===== config.mk =====
export PLATFORM = sky130hd
export DESIGN_NAME = axis_packet_rr_arbiter_flat
export DESIGN_NICKNAME = d
export VERILOG_FILES = /design/src/rtl/axis_packet_rr_arbiter_if.sv /design/src/rtl/axis_packet_rr_arbiter.sv /design/src/flat_wrapper.sv
export SDC_FILE = /design/constraint.sdc
export NUM_CORES = 1
export LEC_CHECK = 0
export CAP_MARGIN = 20
export CORE_ASPECT_RATIO = 1.25
export CORE_MARGIN = 3
export CORE_UTILIZATION = 24
export CTS_CLUSTER_SIZE = 10
export DETAILED_ROUTE_END_ITERATION = 8
export PLACE_DENSITY = 0.79
export SYNTH_ARGS = -nofsm -noshare
export SYNTH_HDL_FRONTEND = slang
export SYNTH_SLANG_ARGS = --single-unit

===== constraint.sdc =====
create_clock -name clk -period 1.91 [get_ports clk]
set_clock_uncertainty 0.1 [all_clocks]
set_input_delay 0.382 -clock clk [delete_from_list [all_inputs] [get_ports clk]]
set_output_delay 0.382 -clock clk [all_outputs]
set_load 0.02 [all_outputs]

===== src/rtl/axis_packet_rr_arbiter_if.sv =====
// Bundle of the per-source AXI-Stream inputs, the shared sink output and
// the arbiter status outputs.
//   slave  : arbiter side (takes s_*, m_ready; drives s_ready, m_*, grant, busy)
//   master : environment side (the opposite directions)
interface axis_arb_if #(
    parameter int DATA_WIDTH      = 32,
    parameter int DATA_BYTE_WIDTH = DATA_WIDTH/8,
    parameter int NUM_SRC         = 4,
    parameter int IDX_WIDTH       = $clog2(NUM_SRC)
);
    logic [NUM_SRC-1:0]                 s_valid;
    logic [NUM_SRC*DATA_WIDTH-1:0]      s_data;
    logic [NUM_SRC*DATA_BYTE_WIDTH-1:0] s_keep;
    logic [NUM_SRC-1:0]                 s_last;
    logic [NUM_SRC-1:0]                 s_ready;
    logic                               m_valid;
    logic [DATA_WIDTH-1:0]              m_data;
    logic [DATA_BYTE_WIDTH-1:0]         m_keep;
    logic                               m_last;
    logic                               m_ready;
    logic [IDX_WIDTH-1:0]               grant;
    logic                               busy;

    modport slave (
        input  s_valid, s_data, s_keep, s_last, m_ready,
        output s_ready, m_valid, m_data, m_keep, m_last, grant, busy
    );

    modport master (
        output s_valid, s_data, s_keep, s_last, m_ready,
        input  s_ready, m_valid, m_data, m_keep, m_last, grant, busy
    );
endinterface


===== src/rtl/axis_packet_rr_arbiter.sv =====
// Packet-granular round-robin arbiter sharing one AXI-Stream sink between
// NUM_SRC masters. The granted source owns the sink until its tlast beat
// handshakes; the datapath is a zero-latency mux. Each packet costs one
// idle (arbitration) cycle.
//
// Ports:
//   clk, rst_n : clock, asynchronous active-low reset
//   bus        : axis_arb_if.slave (s_* sources, m_* sink, grant, busy)
//   pkt_count  : per-source 16-bit completed-packet counters, slice i at
//                [i*16 +: 16]; present only with AXIS_ARB_PKT_CNT_EN defined
//
// State  | meaning
// IDLE   | no owner; pick next requester starting at the rr pointer
// LOCKED | grant owns the sink until its tlast handshakes
module axis_packet_rr_arbiter #(
    parameter int DATA_WIDTH      = 32,
    parameter int DATA_BYTE_WIDTH = DATA_WIDTH/8,
    parameter int NUM_SRC         = 4,
    parameter int IDX_WIDTH       = $clog2(NUM_SRC)
) (
    input  logic     clk,
    input  logic     rst_n,
    axis_arb_if.slave bus
`ifdef AXIS_ARB_PKT_CNT_EN
    ,
    output logic [NUM_SRC*16-1:0] pkt_count
`endif
);
    typedef enum logic {IDLE, LOCKED} state_t;

    state_t               state_q, state_d;
    logic [IDX_WIDTH-1:0] ptr_q, ptr_d;
    logic [IDX_WIDTH-1:0] grant_q, grant_d;
    logic                 done;

    // (a + k) mod NUM_SRC, valid for a < NUM_SRC and k <= NUM_SRC
    function automatic logic [IDX_WIDTH-1:0] wrap_add(input logic [IDX_WIDTH-1:0] a,
                                                      input int k);
        int s;
        s = int'(a) + k;
        if (s >= NUM_SRC) s = s - NUM_SRC;
        return IDX_WIDTH'(s);
    endfunction

    always_ff @(posedge clk or negedge rst_n) begin
        if (!rst_n) begin
            state_q <= IDLE;
            ptr_q   <= '0;
            grant_q <= '0;
        end else begin
            state_q <= state_d;
            ptr_q   <= ptr_d;
            grant_q <= grant_d;
        end
    end

    always_comb begin
        logic [IDX_WIDTH-1:0] cand;
        logic                 found;
        state_d     = state_q;
        ptr_d       = ptr_q;
        grant_d     = grant_q;
        cand        = '0;
        found       = 1'b0;
        done        = 1'b0;
        bus.s_ready = '0;
        bus.m_valid = 1'b0;
        bus.m_data  = '0;
        bus.m_keep  = '0;
        bus.m_last  = 1'b0;
        bus.busy    = 1'b0;
        case (state_q)
            IDLE: begin
                for (int k = 0; k < NUM_SRC; k++) begin
                    cand = wrap_add(ptr_q, k);
                    if (!found && bus.s_valid[cand]) begin
                        found   = 1'b1;
                        grant_d = cand;
                    end
                end
                if (found) state_d = LOCKED;
            end
            LOCKED: begin
                bus.busy             = 1'b1;
                bus.m_valid          = bus.s_valid[grant_q];
                bus.m_data           = bus.s_data[grant_q*DATA_WIDTH +: DATA_WIDTH];
                bus.m_keep           = bus.s_keep[grant_q*DATA_BYTE_WIDTH +: DATA_BYTE_WIDTH];
                bus.m_last           = bus.s_last[grant_q];
                bus.s_ready[grant_q] = bus.m_ready;
                done = bus.m_valid & bus.m_ready & bus.m_last;
                if (done) begin
                    state_d = IDLE;
                    ptr_d   = wrap_add(grant_q, 1);
                end
            end
            default: state_d = IDLE;
        endcase
    end

    assign bus.grant = grant_q;

`ifdef AXIS_ARB_PKT_CNT_EN
    always_ff @(posedge clk or negedge rst_n) begin
        if (!rst_n) begin
            pkt_count <= '0;
        end else if (done) begin
            pkt_count[grant_q*16 +: 16] <= pkt_count[grant_q*16 +: 16] + 16'd1;
        end
    end
`endif
endmodule


===== src/flat_wrapper.sv =====
// flat-port wrapper written by rule: the top's interface ports become plain ports
module axis_packet_rr_arbiter_flat 
#(
    parameter int DATA_WIDTH      = 32,
    parameter int DATA_BYTE_WIDTH = DATA_WIDTH/8,
    parameter int NUM_SRC         = 4,
    parameter int IDX_WIDTH       = $clog2(NUM_SRC)
)
  (clk, rst_n, bus_s_valid, bus_s_data, bus_s_keep, bus_s_last, bus_m_ready, bus_s_ready, bus_m_valid, bus_m_data, bus_m_keep, bus_m_last, bus_grant, bus_busy);
  axis_arb_if #(.DATA_WIDTH(DATA_WIDTH), .DATA_BYTE_WIDTH(DATA_BYTE_WIDTH), .NUM_SRC(NUM_SRC), .IDX_WIDTH(IDX_WIDTH)) bus_i ();
  input  logic clk;
  input  logic rst_n;
  input wire logic [$bits(bus_i.s_valid)-1:0] bus_s_valid;
  input wire logic [$bits(bus_i.s_data)-1:0] bus_s_data;
  input wire logic [$bits(bus_i.s_keep)-1:0] bus_s_keep;
  input wire logic [$bits(bus_i.s_last)-1:0] bus_s_last;
  input wire logic [$bits(bus_i.m_ready)-1:0] bus_m_ready;
  output wire logic [$bits(bus_i.s_ready)-1:0] bus_s_ready;
  output wire logic [$bits(bus_i.m_valid)-1:0] bus_m_valid;
  output wire logic [$bits(bus_i.m_data)-1:0] bus_m_data;
  output wire logic [$bits(bus_i.m_keep)-1:0] bus_m_keep;
  output wire logic [$bits(bus_i.m_last)-1:0] bus_m_last;
  output wire logic [$bits(bus_i.grant)-1:0] bus_grant;
  output wire logic [$bits(bus_i.busy)-1:0] bus_busy;
  assign bus_i.s_valid = bus_s_valid;
  assign bus_i.s_data = bus_s_data;
  assign bus_i.s_keep = bus_s_keep;
  assign bus_i.s_last = bus_s_last;
  assign bus_i.m_ready = bus_m_ready;
  assign bus_s_ready = bus_i.s_ready;
  assign bus_m_valid = bus_i.m_valid;
  assign bus_m_data = bus_i.m_data;
  assign bus_m_keep = bus_i.m_keep;
  assign bus_m_last = bus_i.m_last;
  assign bus_grant = bus_i.grant;
  assign bus_busy = bus_i.busy;
  axis_packet_rr_arbiter #(.DATA_WIDTH(DATA_WIDTH), .DATA_BYTE_WIDTH(DATA_BYTE_WIDTH), .NUM_SRC(NUM_SRC), .IDX_WIDTH(IDX_WIDTH)) u_core (.clk(clk), .rst_n(rst_n), .bus(bus_i));
endmodule

==> metrics.md <==
| Metric | Value |
|---|---|
| Comb pwr share | between 90 and 100% |
| Maxcap violations | 0 |
| Initial DRC count | 63 |
| Number of CTS-inserted buffers | 3 |
| Core ar. | around 0.0063 mm2 |
| GRT overflow | 0 |
| Syn Inst Count | 128 |
| Root Buffer | clkbuf_8 |
| Final period util | 119% |
| Clk_lat worst skew | 0.23 ns |
| Post-synth EDFFs | 0 |
| WS Path Type | register to output port |
| CP startpoint | u_core.bus.grant[0]$_DFFE_PN0P_ |
| Final WL | between 8 and 9 mm |
| Final hold vios | 0 |
| Startpoint class of the critical path | register |
| Rel. slew slack | between 80% and 90% |
| DIE WIDTH | between 70 and 80 um |
| Die area | ~0.0076 mm2 |
| Starting density of the core | between 20% and 30% |
| Placed inst area | around 0.0038 mm2 |
| Crit-path slowest cell | mux4_2 |
| PwrDens | 1420 mW/mm2 |
| DP HPWL | 6.88 mm |
| Synth Flop Type | dfrtp_1 |
| Final non-filler cell area | between 0.004 and 0.005 mm2 |
| Routed vias | about 2100 |
| Area delta synth->final | 166% |
| CP Max Fanout | 6 |
| Worst setup EP type | output port |
| Ports | 200 |
| Worst path most repeated cell | buf_6 |
| Final WS setup | -0.359 ns |
| Final slew viol count | 0 |
| Largest net degree at the start of global routing | 32 |
| Netlist cell types | 29 |
| TritonCTS clock tree | built |
| Peak supply drop | about 0.00073 V |
| Final setup viols | between 40 and 50 |
| Vias in the first global route | 2373 |
| H-tree depth | 1 |
| Sequential Power Share | ~4.3% |
| Vias per cell | around 4.8 |
| First-pass GRT wire length | approximately 13 mm |
| Yosys Warn Count | 0 |
| Share of layout cells above drive strength 1 | ~48% |
| Multi-input gate area | between 0.001 and 0.0015 mm2 |
| Internal | 0.00355 W |
| Hold Path Class | input pin to asynchronous set/reset pin |
| Mapped Nets | ~290 |
| Avg Cell Area, Syn | 12.3 um2 |
| Failing checks | setup timing |
| Setup repair after global routing missed its margin | true |
| Post-Syn Area | 0.00158 mm2 |
| Slowest stage delay, CP | slightly above 0.5 ns |
| Cts hold-fix bufs | 0 |
| Clock network fraction of total power | 3.4% |
| Post-synth ARST share | 100% |
| Post-synthesis sequential area ratio | slightly below 8% |
| CP Cell Sequence | buf_4, buf_6, buf_6, mux4_2, and2_4, buf_6 |
| Period minus WS final | around 2.3 ns |
| Final nets | between 500 and 600 |
| Cell with the most instances after synthesis | and2_1 |
| Core Rows | 32 |
| ANT nets after route | 0 |
| Crit path DAT | between 1.5 and 2 ns |
| Critical path buffers and inverters | 4 |
| Sw frac | about two fifths |
| Clock sink count | 5 |
| Fillers | 510 |
| Outcome | finished with violations |
| Gr usage total | between 20% and 30% |
| Residual DRC | 0 |
| Area contributors post-synth | mux4_2 53%, and2_1 15%, dfrtp_1 7.9%, buf_12 3.8%, ha_1 3.2% |
| Ant diodes | 0 |
| Initial antenna violation count | 0 |
| Cell leakage power | 1.71 nW |
| Psw | between 0.002 and 0.0025 W |
| Worst path required time | about 1.4 ns |
| Average wire per standard cell | between 15 and 20 um |
| Worst-Margin Slew | between 0.2 and 0.25 ns |
| I/O Buffers | 199 |
| Synth area leader | mux4_2 |
| Max Fclk | 0.441 GHz |
| Chip Height | slightly below 100 um |
| Synthesized flop and latch total | 5 |
| GPL Wtd Cong | between 0.8 and 0.9 |
| Post-synth top area share | 52.8% |
| Setup TNS Final | -11.37 ns |
| Worst R2R Start | u_core.bus.grant[0]$_DFFE_PN0P_ |
| 1st-pass router iterations | 4 |
| Cell class contributing the biggest share of worst-path delay | multiplexers |
| Register area | around 130 um2 |
| Reg clk slew, reported paths | around 0.04 ns |
| Commonest cells in the netlist | 39 x and2_1, 37 x mux4_2, 5 x dfrtp_1 |
| Clock buffer depth | 2 |
-- stage by stage --
| stage | total power, W | utilization, % | worst slack, ns | cells | hold slack [ns] |
|---|---|---|---|---|---|
| final | 0.00596 | 66.8 | -0.359 | 441 | 0.272 |
| after global routing | 0.00630 | 66.8 | -0.411 | 441 | 0.288 |
| after CTS | 0.00583 | 65.5 | -0.363 | 436 | 0.279 |
| after detailed placement | 0.00494 | 60.8 | -0.601 | 420 | 0.501 |
| after global placement | 0.00489 | 60.8 | -0.628 | 420 | 0.472 |
| after floorplan | 0.00302 | - | -0.0997 | 128 | -0.0136 |
-- worst register-to-register path: stages (launching register included) --
cell     delay (ns)
dfrtp_2        0.46
buf_6          0.15
buf_12         0.13
mux4_2         0.53
buf_6          0.14
nand4_4        0.07
mux2_4         0.30
-- layout make-up --
type / count / area share, %
multi-input cells: 106 / 35.6
well taps: 85 / 2.53
inverters: 4 / 0.626
repair buffers: 237 / 57.2
clock buffers: 4 / 1.07
flip-flops and latches: 5 / 3.04
-- routing by layer --
layer	wire length [um]	up-vias	track usage, %
met5	0	-	0
met4	204	0	5.92
met3	763	17	6.15
met2	4950	122	41.9
met1	2890	997	22.8
li1	-	967	-
-- cell usage in the layout, fill, tap and decap left out, types with 2 or more instances in the layout --
master,synthesis,final
a21oi_1,2,2
and2_1,39,5
and2_4,0,34
and3_4,0,4
buf_12,3,6
buf_2,3,12
buf_4,1,13
buf_6,1,49
clkbuf_8,0,3
clkdlybuf4s50_1,0,154
dfrtp_1,5,3
dfrtp_2,0,2
dlygate4sd2_1,0,2
ha_4,0,4
inv_1,4,2
mux4_2,37,38
nor2b_1,3,3
o21ai_0,3,3
-- power groups by stage --
stage	logic (W)	registers (W)	clock network (W)
floorplan	0.00277	0.000255	0
global placement	0.00465	0.000246	0
detailed placement	0.00469	0.000248	0
CTS	0.00538	0.000250	0.000202
global route	0.00582	0.000265	0.000207
finish	0.00551	0.000254	0.000202
-- repair_timing --
action / 4_1_cts / 5_1_grt
gates cloned: 2 / 0
endpoints found under the setup margin: 46 / 47
pin swaps: 19 / 5
gates resized for setup: 264 / 29
setup buffers: 10 / 10
-- sequential cells by signal (all words and copies together) (netlist names) --
| name | cells |
|---|---|
| u_core.bus.grant | 2 |
| u_core.state_q | 1 |
| u_core.ptr_q | 2 |
-- logic make-up after synthesis --
logic type | Yosys count | share of synthesized area (%)
and+or+nand+nor | 51 | 20.4
muxes | 40 | 55.8
buffers and inverters | 17 | 8.08
AOI/OAI and AO/OA | 11 | 4.60
DFF | 5 | 7.92
adders and majority gates | 4 | 3.17
-- worst paths after layout --
| path | endpoint | slack (ns) | cells after the start |
|---|---|---|---|
| hold / removal | u_core.state_q$_DFF_PN0_ | 0.27 | 1 |
| max in group asynchronous | u_core.bus.grant[0]$_DFFE_PN0P_ | 1.24 | 1 |
| setup / recovery | bus_m_data[31] | -0.36 | 6 |
| min in group clk | u_core.ptr_q[0]$_DFFE_PN0P_ | 0.50 | 2 |
| hold reg to reg | u_core.ptr_q[0]$_DFFE_PN0P_ | 0.50 | 2 |
| setup reg to reg | u_core.ptr_q[1]$_DFFE_PN0P_ | -0.09 | 6 |
Note: power is estimated with default switching activity, not from simulation.
==> patch: new RTL, config.mk and constraints unchanged <==
`DATA_WIDTH` is set to 32 in 3 places; all go to 16.
--- a/src/rtl/axis_packet_rr_arbiter_if.sv
+++ b/src/rtl/axis_packet_rr_arbiter_if.sv
@@ -4,5 +4,5 @@
 //   master : environment side (the opposite directions)
 interface axis_arb_if #(
-    parameter int DATA_WIDTH      = 32,
+    parameter int DATA_WIDTH      = 16,
     parameter int DATA_BYTE_WIDTH = DATA_WIDTH/8,
     parameter int NUM_SRC         = 4,
--- a/src/rtl/axis_packet_rr_arbiter.sv
+++ b/src/rtl/axis_packet_rr_arbiter.sv
@@ -14,5 +14,5 @@
 // LOCKED | grant owns the sink until its tlast handshakes
 module axis_packet_rr_arbiter #(
-    parameter int DATA_WIDTH      = 32,
+    parameter int DATA_WIDTH      = 16,
     parameter int DATA_BYTE_WIDTH = DATA_WIDTH/8,
     parameter int NUM_SRC         = 4,
--- a/src/flat_wrapper.sv
+++ b/src/flat_wrapper.sv
@@ -2,5 +2,5 @@
 module axis_packet_rr_arbiter_flat 
 #(
-    parameter int DATA_WIDTH      = 32,
+    parameter int DATA_WIDTH      = 16,
     parameter int DATA_BYTE_WIDTH = DATA_WIDTH/8,
     parameter int NUM_SRC         = 4,
Ports: changed (resized bus_m_data, bus_m_keep, bus_s_data and bus_s_keep); port bits go from 200 to 110. The function was not compared with the original's and may differ.
==> patch against the unedited design <==
- the flow still finishes with violations (negative setup slack)
- routed wire length is 49% lower
- area after synthesis is 38% lower
- critical path depth is 1 lower
- setup slack gained 100 ps
- combinational power down 47%
- sequential cell count is the same
- total power shrank 44%
- via count is 40% lower
- design area decreased by 43%
- largest power group unchanged
==> patch: results (changes against the unedited design) <==
metric,value,unit,change
failing checks,negative setup slack,,
combinational power,2.93,mW,-47%
DR WL/cell,16.85,µm,-16%
outcome,"finished, violations left",,
sequential fraction of the synthesis area,0.1284,,+0.04913
synth top area cells,"mux4_2, and2_1, dfrtp_1, ha_1, and3_1",,
setup tns final,-3903,ps,+7463 ps
"Largest stage delay, worst path",480,ps,-30 ps
GPL Wtd Cong,0.8230,,-2.6%
Lkg Pwr,1.025,nW,-40%
Mapped Cells,85,,-34%
share of cells above drive strength 1,0.4057,,-0.07187
worst slew pin tran,236.9,ps,-7.474 ps
largest net degree at the start of global routing,28,,-13%
dpl cells,259,,-38%
syn nets,172,,-40%
final net count,300,,-42%
CP max FO,5,,-1
post-route setup slack,-257.3,ps,+102.0 ps
DP HPWL,3.739,mm,-46%
endpoints failing setup,20,,-55%
Worst-path clk slew,30,ps,
Critical Path AT,1690,ps,-100 ps
DR vias,1254,,-40%
PortBufs,109,,-45%
fillcell total,304,,-40%
register area,126.4,µm²,-0.98%
P_int,2.033,mW,-43%
number of distinct library cells after synthesis,25,,-14%
pwr dens,1394,nW/µm²,-1.8%
list of most frequent post-synthesis cells,"and2_1, mux4_2, dfrtp_1",,
"Cell Area, Placed",2282,µm²,-40%
patch: cell types whose count changed after synthesis, moves of 2 or more:
cell      unedited run  this run
and2_1              39        21
mux4_2              37        20
buf_12               3         0
buf_2                3         0
clkbuf_1             4         2
patch: worst paths after layout:
kind,depth (start not counted),slack (ps),endpoint,from
setup / recovery,5,-260,bus_m_data[9],u_core.bus.grant[0]
hold / removal,1,290,u_core.state_q,rst_n
setup reg to reg,5,20,u_core.ptr_q[1],u_core.bus.grant[0]
hold reg to reg,2,480,u_core.ptr_q[0],u_core.ptr_q[0]
max in group asynchronous,1,1210,u_core.bus.grant[0],rst_n
min in group clk,2,480,u_core.ptr_q[0],u_core.ptr_q[0]
patch: cells by family (layout without fill, tap and decap cells):
| kind of cell | after synthesis | after routing | share of synthesized area |
|---|---|---|---|
| flip-flops | 5 | 5 | 0.1284 |
| AND/OR/NAND/NOR | 33 | 33 | 0.2157 |
| buffers and inverters | 10 | 137 | 0.04621 |
| adder cells (fa/ha/maj) | 4 | 4 | 0.05135 |
| multiplexers | 22 | 22 | 0.4840 |
| AO/OA/AOI/OAI | 11 | 11 | 0.07447 |
patch: layout make-up:
cell class | count | share of cell area
timing repair buffer | 129 | 0.5385
multi-input combinational | 70 | 0.3560
sequential | 5 | 0.05249
tap | 54 | 0.02807
clock buffer | 4 | 0.01871
inverter | 4 | 0.006237
patch: what timing repair did:
action,CTS,global route
buffers inserted,3,0
gates cloned,1,0
endpoints found under the hold margin,0,0
gates resized for setup,122,32
pin swaps,0,5
setup endpoints to repair,25,26
patch: routing by layer:
layer / global-route usage / part of all wire / vias to the layer above
li1: - / - / 585
met1: 0.1925 / 0.36 / 581
met2: 0.3284 / 0.52 / 80
met3: 0.07321 / 0.11 / 8
met4: 0.06402 / 0.014 / 0
met5: 0 / 0 / -
